## src/rtl/alu_op_sequencer.sv

```systemverilog
// ============================================================================
//  Module   : alu_op_sequencer
//  Purpose  : Valid/ready front end that drives a combinational N-bit ALU,
//             captures result/flags, keeps an accumulator and an op counter.
//  Revision : 1.0 - initial release
// ============================================================================
`timescale 1ns/1ps
`default_nettype none

module alu_op_sequencer #(
    parameter int N     = 4,
    parameter int CNT_W = 8
) (
    input  logic             clk,
    input  logic             rst_n,
    input  logic             req_valid,
    output logic             req_ready,
    input  logic [1:0]       req_op,
    input  logic [N-1:0]     req_a,
    input  logic [N-1:0]     req_b,
    input  logic             req_acc,
    input  logic             acc_clr,
    output logic [N-1:0]     alu_a,
    output logic [N-1:0]     alu_b,
    output logic [1:0]       alu_control,
    input  logic [N-1:0]     alu_result,
    input  logic [3:0]       alu_flags,
    output logic             rsp_valid,
    input  logic             rsp_ready,
    output logic [N-1:0]     rsp_result,
    output logic [3:0]       rsp_flags,
    output logic [N-1:0]     acc,
    output logic [CNT_W-1:0] op_count
);

    typedef enum logic [1:0] {
        S_IDLE = 2'd0,
        S_EXEC = 2'd1,
        S_RESP = 2'd2
    } state_t;

    state_t             r_state;
    logic               r_req_ready;
    logic               r_rsp_valid;
    logic [N-1:0]       r_alu_a;
    logic [N-1:0]       r_alu_b;
    logic [1:0]         r_alu_ctrl;
    logic [N-1:0]       r_rsp_result;
    logic [3:0]         r_rsp_flags;
    logic [N-1:0]       r_acc;
    logic [CNT_W-1:0]   r_op_count;
    logic [N-1:0]       w_acc_operand;

    // A clear in the accepting cycle wins over the old accumulator value.
    assign w_acc_operand = acc_clr ? '0 : r_acc;

    always_ff @(posedge clk or negedge rst_n) begin
        if (!rst_n) begin
            r_state      <= S_IDLE;
            r_req_ready  <= 1'b1;
            r_rsp_valid  <= 1'b0;
            r_alu_a      <= '0;
            r_alu_b      <= '0;
            r_alu_ctrl   <= '0;
            r_rsp_result <= '0;
            r_rsp_flags  <= '0;
            r_acc        <= '0;
            r_op_count   <= '0;
        end else begin
            case (r_state)
                S_IDLE: begin
                    if (acc_clr) begin
                        r_acc <= '0;
                    end
                    if (req_valid) begin
                        r_alu_ctrl  <= req_op;
                        r_alu_b     <= req_b;
                        r_alu_a     <= req_acc ? w_acc_operand : req_a;
                        r_state     <= S_EXEC;
                        r_req_ready <= 1'b0;
                    end
                end
                S_EXEC: begin
                    r_rsp_result <= alu_result;
                    r_rsp_flags  <= alu_flags;
                    r_acc        <= alu_result;
                    r_op_count   <= r_op_count + 1'b1;
                    r_state      <= S_RESP;
                    r_rsp_valid  <= 1'b1;
                end
                S_RESP: begin
                    if (rsp_ready) begin
                        r_state     <= S_IDLE;
                        r_rsp_valid <= 1'b0;
                        r_req_ready <= 1'b1;
                    end
                end
                default: begin
                    r_state     <= S_IDLE;
                    r_rsp_valid <= 1'b0;
                    r_req_ready <= 1'b1;
                end
            endcase
        end
    end

    // Handshake flags are dedicated flops so they never glitch on decode.
    assign req_ready   = r_req_ready;
    assign rsp_valid   = r_rsp_valid;
    assign alu_a       = r_alu_a;
    assign alu_b       = r_alu_b;
    assign alu_control = r_alu_ctrl;
    assign rsp_result  = r_rsp_result;
    assign rsp_flags   = r_rsp_flags;
    assign acc         = r_acc;
    assign op_count    = r_op_count;

endmodule

`default_nettype wire
```

## config.mk

```make
export PLATFORM = sky130hd
export DESIGN_NAME = alu_op_sequencer
export DESIGN_NICKNAME = d
export VERILOG_FILES = /design/src/rtl/alu_op_sequencer.sv
export SDC_FILE = /design/constraint.sdc
export NUM_CORES = 1
export LEC_CHECK = 0
export CORE_MARGIN = 4
export CORE_UTILIZATION = 46
export CTS_CLUSTER_SIZE = 25
export DETAILED_ROUTE_END_ITERATION = 7
export GPL_TIMING_DRIVEN = 0
export MAX_ROUTING_LAYER = met4
export PLACE_DENSITY = 0.84
export SETUP_SLACK_MARGIN = 0.15
export SLEW_MARGIN = 40
export SYNTH_ARGS = -nofsm -noshare
export SYNTH_HDL_FRONTEND = slang
export SYNTH_SLANG_ARGS = --single-unit
```

## constraint.sdc

```tcl
create_clock -name clk -period 4.4 [get_ports clk]
set_clock_uncertainty 0.15 [all_clocks]
set_input_delay 0.66 -clock clk [delete_from_list [all_inputs] [get_ports clk]]
set_output_delay 0.66 -clock clk [all_outputs]
set_load 0.02 [all_outputs]
```

* Word level (Yosys, flattened, before mapping)
Index checks and enable logic that the tools add are counted.
Cells by class: add/subtract/negate cells 1, eq/ne operators 4, multiplexer cells 11, bitwise operators 2, reductions and logical operators 6
Operators with widths (count):
- 8-bit by 1-bit adder with 8-bit output, second input constant | 1
- 4-bit two-way mux | 2
- 4-bit one-hot mux with 2 select lines | 1
- 1-bit one-hot mux with 3 select lines | 2
- 2-bit one-hot mux with 3 select lines | 1
- 2-bit AND reduction | 3
- 2-bit two-way mux | 2
- 2-bit inequality test, second input constant | 2
- 1-bit two-way mux | 3
- 3-bit AND reduction | 1
- 2-bit by 1-bit == test with 1-bit output, second input constant | 1
- 2-bit == test, second input constant | 1
- 2-bit logical NOT | 1
- 1-bit inverter | 2
- 2-bit nonzero test | 1
Word-level totals: register bits after elaboration 34, input port bits 24, word-level logic and storage cells 34

* Depth between registers and ports, before layout
Gate-level depths: netlist of the first run.
word-level depth 3, depth in mapped cells 6, depth with buffers taken out 3

* Worst setup path after synthesis of the first run
Ideal clock, no wire load.
path kind input port to flip-flop, start point in req_valid, end point reg r_alu_b[2] (netlist: alu_b[2]), arrival time 1401 ps, path slack 2724 ps, cell stages on the path 3, path buffers 1, cell sequence nor3b_4 buf_6 mux2_4
Between the ends: cells in the longest elaborated chain, start to end 1
RTL lines:
- from (decl) | line 16 | input logic req_valid,
- 2-bit AND reduction (no line)
- to (signal assigned) | line 77 | r_alu_b <= req_b;
- to (decl) | line 46 | logic [N-1:0] r_alu_b;
No other way between the ends. A chain may end at the register's enable or synchronous reset.

* Worst setup path in the final report of the first run
start point reg r_req_ready (netlist: req_ready), end point out req_ready
RTL lines:
- from (decl) | line 43 | logic r_req_ready;
- from (signal assigned) | line 60 | r_req_ready <= 1'b1;
- from (signal assigned) | line 80 | r_req_ready <= 1'b0;
- from (signal assigned) | line 95 | r_req_ready <= 1'b1;
- to (decl) | line 17 | output logic req_ready,
No word-level cell between the ends.

==> results.cfg, run 1 <==
[worst_setup_path]
crit_family = buffers and inverters
reg2regPathDepth = 3
crit_chain = clkdlybuf4s50_1
cp.required_ps = 3590
cpPeakStageDelay_ps = 600
crit_fanout = 3
path_buf_inv = 1
slowest_stage = clkdlybuf4s50_1
startpoint = req_ready$_DFFE_PN1P_
critPathKind = reg2out
crit_cells = 1
endpoint = req_ready
r2r-end = alu_b[2]$_DFFE_PN0P_
r2r_slack_ps = 2770
start_kind = flip-flop
r2r-start = r_state[1]$_DFFE_PN0P_
worstSetupEndpointType = output pin
cp.arrival_ps = 1460

[min_path]
hold_path_class = in2async

[detailed_routing]
wl_per_cell_um = 15.13
vias_per_cell = 5.169
drt_iter0_drc = 25
drtAntennaViolNets = 0
drc = 0
vias = 1008
totalWireLength_mm = 2.950
firstDrtPassIters = 4

[place]
gp_congestion = 0.6944
io_buffers = 55
place_area_um2 = 2024
place_inst = 187
hpwlAfterDp_mm = 2.265

[synthesis]
post_synth_main_area_contributors = dfrtp_1 58%, mux2_2 10%, xnor2_1 3.7%
netlist.area_leader.share_pct = 58.46
ys_ff_latch = 34
synthesis.nets = 125
synth_xor_area_share_pct = 4.340
yosys.area_share.adder_pct = 0.8857
muxShareOfSynthArea_pct = 12.49
synth_area_um2 = 1413
seq_area_frac_synth_pct = 60.32
synthSimpleGateAreaFrac_pct = 11.96
synth_top_family_by_area = multiplexers
synth_area_leader_cell = dfrtp_1
avgSynthCellArea_um2 = 14.13
yosysWarnings = 0
synth_compound_area_share_pct = 6.554
netlist_instances = 100
ys_types = 26

[grt]
antenna_found_initial = 0
grt_busiest_layer = met2
grt_usage_pct = 16.67
grt_pass1_wl_mm = 5.057
grt_start_max_net_pins = 25
grt_pass1_vias = 1080
gr-total-overflow = 0
grtUsageMet2_pct = 27.51
met1_usage_pct = 19.17
grtUsageMet3_pct = 4.796

[power_and_ir_drop]
swShare_pct = 36.55
comb_power_share_pct = 50.6
pwr-share-seq_pct = 37.7
p_leak_uw = 0.0008746
vdd_drop_max_mv = 0.4120
switchingPower_uw = 548.3
p_clk_share_pct = 11.7
cellPowerDensity_nw_per_um2 = 720.1
p_int_uw = 951.8

[floorplan]
fp-row-count = 19
start_util_pct = 49.52
die_y_um = 63.42
fp.dieW_um = 63.42
dieArea_um2 = 4021
io_pins = 56
core_area_um2 = 2853

[final_layout]
fin_nets = 188
post-route-util_pct = 73.03
fin_cells = 195
stdcell_area_um2 = 2083
synthToLayoutAreaGrowth_pct = 47.48
insertedDiodeCount = 0
layout-drive-gt1-share_pct = 18.90

[clocking]
cts_sinks = 34
postCtsHoldBufs = 0
h-tree-depth = 2
numCtsBuffers = 5
post_cts_resized = 0
post_cts_buffers = 0
cts.clk_slew.worst_paths_ps = 100
cts_tree = yes
clock_latency_ps = 320
cts_root_buffer = clkbuf_4
cts_buffer_depth = 2

[outcome]
status = completed

[timing]
fin_crit_sh_pct = 51.63
setup_viol = 0
slew_violations = 0
min_period_ps = 2272
final-hold-violation-count = 0
whs_ps = 60.70
max_freq_mhz = 440.2
tightestPinTransition_ps = 349.6
slew_headroom_pct = 76.67
setup_tns_ps = 0
rsz0062_at_grt = no

[job]
cap_violations = 0
-- power by group through the flow --
stage / Sequential [µW] / Clock, µW / Combinational, µW
floorplan: 725 / 0 / 247
global placement: 559 / 0 / 754
detailed placement: 572 / 0 / 768
CTS: 567 / 181 / 770
global route: 591 / 196 / 806
finish: 566 / 175 / 759
-- layout by cell type, fill, tap and decap left out, drive strengths merged --
| master | Yosys | final |
|---|---|---|
| dfrtp | 33 | 33 |
| dfstp | 1 | 1 |
| clkdlybuf4s50 | 0 | 54 |
| and3 | 1 | 1 |
| nand2 | 3 | 3 |
| nand2b | 5 | 5 |
| a22o | 4 | 4 |
| nor2 | 6 | 6 |
| nand4 | 3 | 3 |
| o21ai | 1 | 1 |
| clkbuf | 0 | 8 |
| a21oi | 1 | 1 |
| nor3b | 1 | 1 |
| xnor2 | 6 | 6 |
| o21bai | 1 | 1 |
| ha | 1 | 1 |
| nor3 | 1 | 1 |
| buf | 4 | 6 |
| and4b | 1 | 1 |
| nand3b | 4 | 4 |
| a21o | 1 | 1 |
| mux2 | 15 | 15 |
| xor2 | 1 | 1 |
| a31oi | 4 | 4 |
| o21a | 1 | 1 |
| nor2b | 1 | 1 |
-- logic make-up after synthesis --
group                    after synthesis
AND/OR/NAND/NOR                       26
AO/OA/AOI/OAI                         13
buffers and inverters                  4
XOR/XNOR                               7
multiplexers                          15
flip-flops                            34
adder cells (fa/ha/maj)                1
-- worst min-delay path by stage --
stage                                    endpoint  slack, ps  cells after the start
after floorplan                acc[0]$_DFFE_PN0P_        210                      0
final                     op_count[4]$_DFFE_PN0P_         60                      1
after global routing      op_count[4]$_DFFE_PN0P_         60                      1
after CTS                 op_count[3]$_DFFE_PN0P_         50                      1
after global placement    op_count[7]$_DFFE_PN0P_        310                      1
after detailed placement  op_count[7]$_DFFE_PN0P_        330                      1
-- synth_stat cells --
| cell | count |
|---|---|
| a21o_1 | 1 |
| a21oi_1 | 1 |
| a22o_1 | 4 |
| a31oi_1 | 4 |
| and3_1 | 1 |
| and4b_2 | 1 |
| buf_6 | 3 |
| buf_8 | 1 |
| dfrtp_1 | 33 |
| dfstp_2 | 1 |
| ha_1 | 1 |
| mux2_2 | 13 |
| mux2_4 | 2 |
| nand2_1 | 3 |
| nand2b_1 | 5 |
| nand3b_1 | 4 |
| nand4_1 | 3 |
| nor2_1 | 6 |
| nor2b_4 | 1 |
| nor3_1 | 1 |
| nor3b_4 | 1 |
| o21a_1 | 1 |
| o21ai_0 | 1 |
| o21bai_1 | 1 |
| xnor2_1 | 6 |
| xor2_1 | 1 |
-- per-stage QoR --
step	power [µW]	worst slack, ps
global placement	1313	1884
global route	1593	2076
CTS	1519	2109
floorplan	971.5	2724
detailed placement	1339	2124
finish	1500	2128
-- registers in the layout, summed over array words and instances (netlist names) --
name         count
r_state          2
alu_control      2
rsp_flags        4
alu_b            4
op_count         8
rsp_result       4
rsp_valid        1
acc              4
alu_a            4
req_ready        1
-- routing by layer --
| layer | vias to the layer above | wire, µm |
|---|---|---|
| li1 | 478 | - |
| met1 | 484 | 1262 |
| met2 | 42 | 1434 |
| met3 | 4 | 215 |
| met4 | 0 | 37 |
| met5 | - | 0 |
-- cell type report --
cell class	count	area, µm²
Buffer	4	48.80
Clock buffer	8	58.81
Fill cell	198	769.5
Multi-Input combinational cell	62	511.7
Sequential cell	34	852.1
Tap cell	31	38.79
Timing Repair Buffer	56	573.1
Power figures use the tool's default switching activity.
==> run 2, diff against run 1 <==
--- a/config.mk
+++ b/config.mk
@@ -6,12 +6,12 @@
 export NUM_CORES = 1
 export LEC_CHECK = 0
 export CORE_MARGIN = 4
-export CORE_UTILIZATION = 46
+export CORE_UTILIZATION = 38
 export CTS_CLUSTER_SIZE = 25
 export DETAILED_ROUTE_END_ITERATION = 7
 export GPL_TIMING_DRIVEN = 0
 export MAX_ROUTING_LAYER = met4
-export PLACE_DENSITY = 0.84
+export PLACE_DENSITY = 0.74
 export SETUP_SLACK_MARGIN = 0.15
 export SLEW_MARGIN = 40
 export SYNTH_ARGS = -nofsm -noshare
==> constraint.sdc (replaced) <==
create_clock -name clk -period 1.9 [get_ports clk]
set_clock_uncertainty 0.15 [all_clocks]
set_input_delay 0.285 -clock clk [delete_from_list [all_inputs] [get_ports clk]]
set_output_delay 0.285 -clock clk [all_outputs]
set_load 0.02 [all_outputs]
==> run 2 against run 1 <==
Worst setup slack got worse by 1900 ps; core utilization fell by 11 points; highest routed layer unchanged; largest cell class unchanged; register-to-register slack got worse by 2500 ps.
==> results.cfg, run 2 (synthesis results as in run 1) <==
[timing]
setup_viol = 0
fin_crit_sh_pct = 90.19
min_period_ps = 1714
slew_headroom_pct = 76.02
slew_violations = 0
rsz0062_at_grt = no
tightestPinTransition_ps = 359.7
final-hold-violation-count = 0
max_freq_mhz = 583.6
finalWorstSetupSlack_ps = 186.4

[floorplan]
dieArea_um2 = 4757
start_util_pct = 40.73
fp.dieW_um = 68.97
die_y_um = 68.97
io_pins = 56
core_area_um2 = 3468
fp-row-count = 21

[clocking]
cts_buffer_depth = 2
cts.clk_slew.worst_paths_ps = 70
numCtsBuffers = 5
clock_latency_ps = 280
cts_sinks = 34
post_cts_buffers = 0
h-tree-depth = 2
cts_tree = yes
cts_root_buffer = clkbuf_8

[worst_setup_path]
reg2regPathDepth = 3
cpPeakStageDelay_ps = 620
crit_cells = 1
worstSetupEndpointType = output pin
crit_family = buffers and inverters
crit_chain = clkdlybuf4s50_1
r2r-end = alu_b[2]$_DFFE_PN0P_
slowest_stage = clkdlybuf4s50_1
crit_fanout = 3
cp.required_ps = 1460
r2r_slack_ps = 270
cp.arrival_ps = 1280
start_kind = flip-flop
r2r-start = r_state[1]$_DFFE_PN0P_
path_buf_inv = 1
critPathKind = reg2out

[final_layout]
synthToLayoutAreaGrowth_pct = 52.88
mostFrequentLayoutCell = clkdlybuf4s50_1
layout-drive-gt1-share_pct = 19.39
fin_nets = 189
n_fill_cell = 284
largest_reg_flops = 8
stdcell_area_um2 = 2160
final_cell_mix = 42 x clkdlybuf4s50_1, 33 x dfrtp_1, 13 x mux2_2
insertedDiodeCount = 0

[power_and_ir_drop]
swShare_pct = 36.11
cellPowerDensity_nw_per_um2 = 1653
pwr-share-seq_pct = 36.5
vdd_drop_max_mv = 0.7647
p_int_uw = 2281
switchingPower_uw = 1289
comb_power_share_pct = 48.5
p_leak_uw = 0.001025
p_clk_share_pct = 15.0

[grt]
antenna_found_initial = 0
grt_start_max_net_pins = 22
grt_pass1_wl_mm = 4.871
grt_pass1_vias = 1018
gr-total-overflow = 0
grt_usage_pct = 14.76

[detailed_routing]
vias = 990
drtAntennaViolNets = 0
drt_iter0_drc = 60
wl_per_cell_um = 14.72
drc = 0
totalWireLength_mm = 3.105
firstDrtPassIters = 4
vias_per_cell = 4.692

[outcome]
status = completed

[place]
hpwlAfterDp_mm = 2.361
io_buffers = 55
preCtsSetupSlack_ps = 22.05
place_area_um2 = 2043
gp_congestion = 0.7503

[min_path]
hold_path_class = in2async

[job]
cap_violations = 0
## run 2: metal layers
| layer | global-route usage (%) | part of all wire [%] |
|---|---|---|
| met1 | 18.14 | 44 |
| met5 | - | 0 |
| met2 | 22.38 | 45 |
| met3 | 4.538 | 9.3 |
| met4 | 6.569 | 1.6 |
## run 2: power by group through the flow
stage	clock network [µW]	registers (µW)	logic (µW)
after CTS	553	1310	1770
after global placement	0	1300	1750
after global routing	587	1350	1870
after floorplan	0	1680	571
final	536	1300	1730
after detailed placement	0	1320	1780
## run 2: per-stage QoR
step                      setup TNS [ps]  util (%)  cells  power, µW  hold slack [ps]
after global placement             -8328     58.26    201       3045            311.2
after global routing                   0     62.27    211       3806            334.8
final                                  0     62.27    211       3571            307.6
after detailed placement               0     58.91    202       3101            64.90
after floorplan                        0         -    100       2250           -160.6
after CTS                              0     61.69    211       3630            312.0
## run 2: worst max path at each step
stage,startpoint,endpoint,slack [ps]
3_5_place_dp,req_valid,alu_b[2]$_DFFE_PN0P_,20
5_1_grt,acc[2]$_DFFE_PN0P_,acc[2],150
3_3_place_gp,rst_n,rsp_result[2]$_DFFE_PN0P_,-250
2_1_floorplan,r_state[1]$_DFFE_PN0P_,alu_b[2]$_DFFE_PN0P_,380
4_1_cts,op_count[4]$_DFFE_PN0P_,op_count[4],150
6_report,acc[2]$_DFFE_PN0P_,acc[2],190
## run 2: what timing repair did
| action | in CTS | in global routing |
|---|---|---|
| gates resized for setup | 4 | 8 |
| endpoints found under the setup margin | 4 | 8 |
| hold endpoints to repair | 13 | 0 |
| pin swaps | 0 | 0 |
| hold buffers | 1 | 0 |
## run 2: area by class of cell
| class | count | area (µm²) | share of cell area (%) |
|---|---|---|---|
| tap | 46 | 57.56 | 2.665 |
| timing repair buffer | 57 | 598.1 | 27.69 |
| sequential | 34 | 852.1 | 39.46 |
| buffer | 4 | 48.80 | 2.260 |
| multi-input combinational | 62 | 511.7 | 23.70 |
| clock buffer | 7 | 86.33 | 3.998 |
| clock inverter | 1 | 5.005 | 0.2317 |
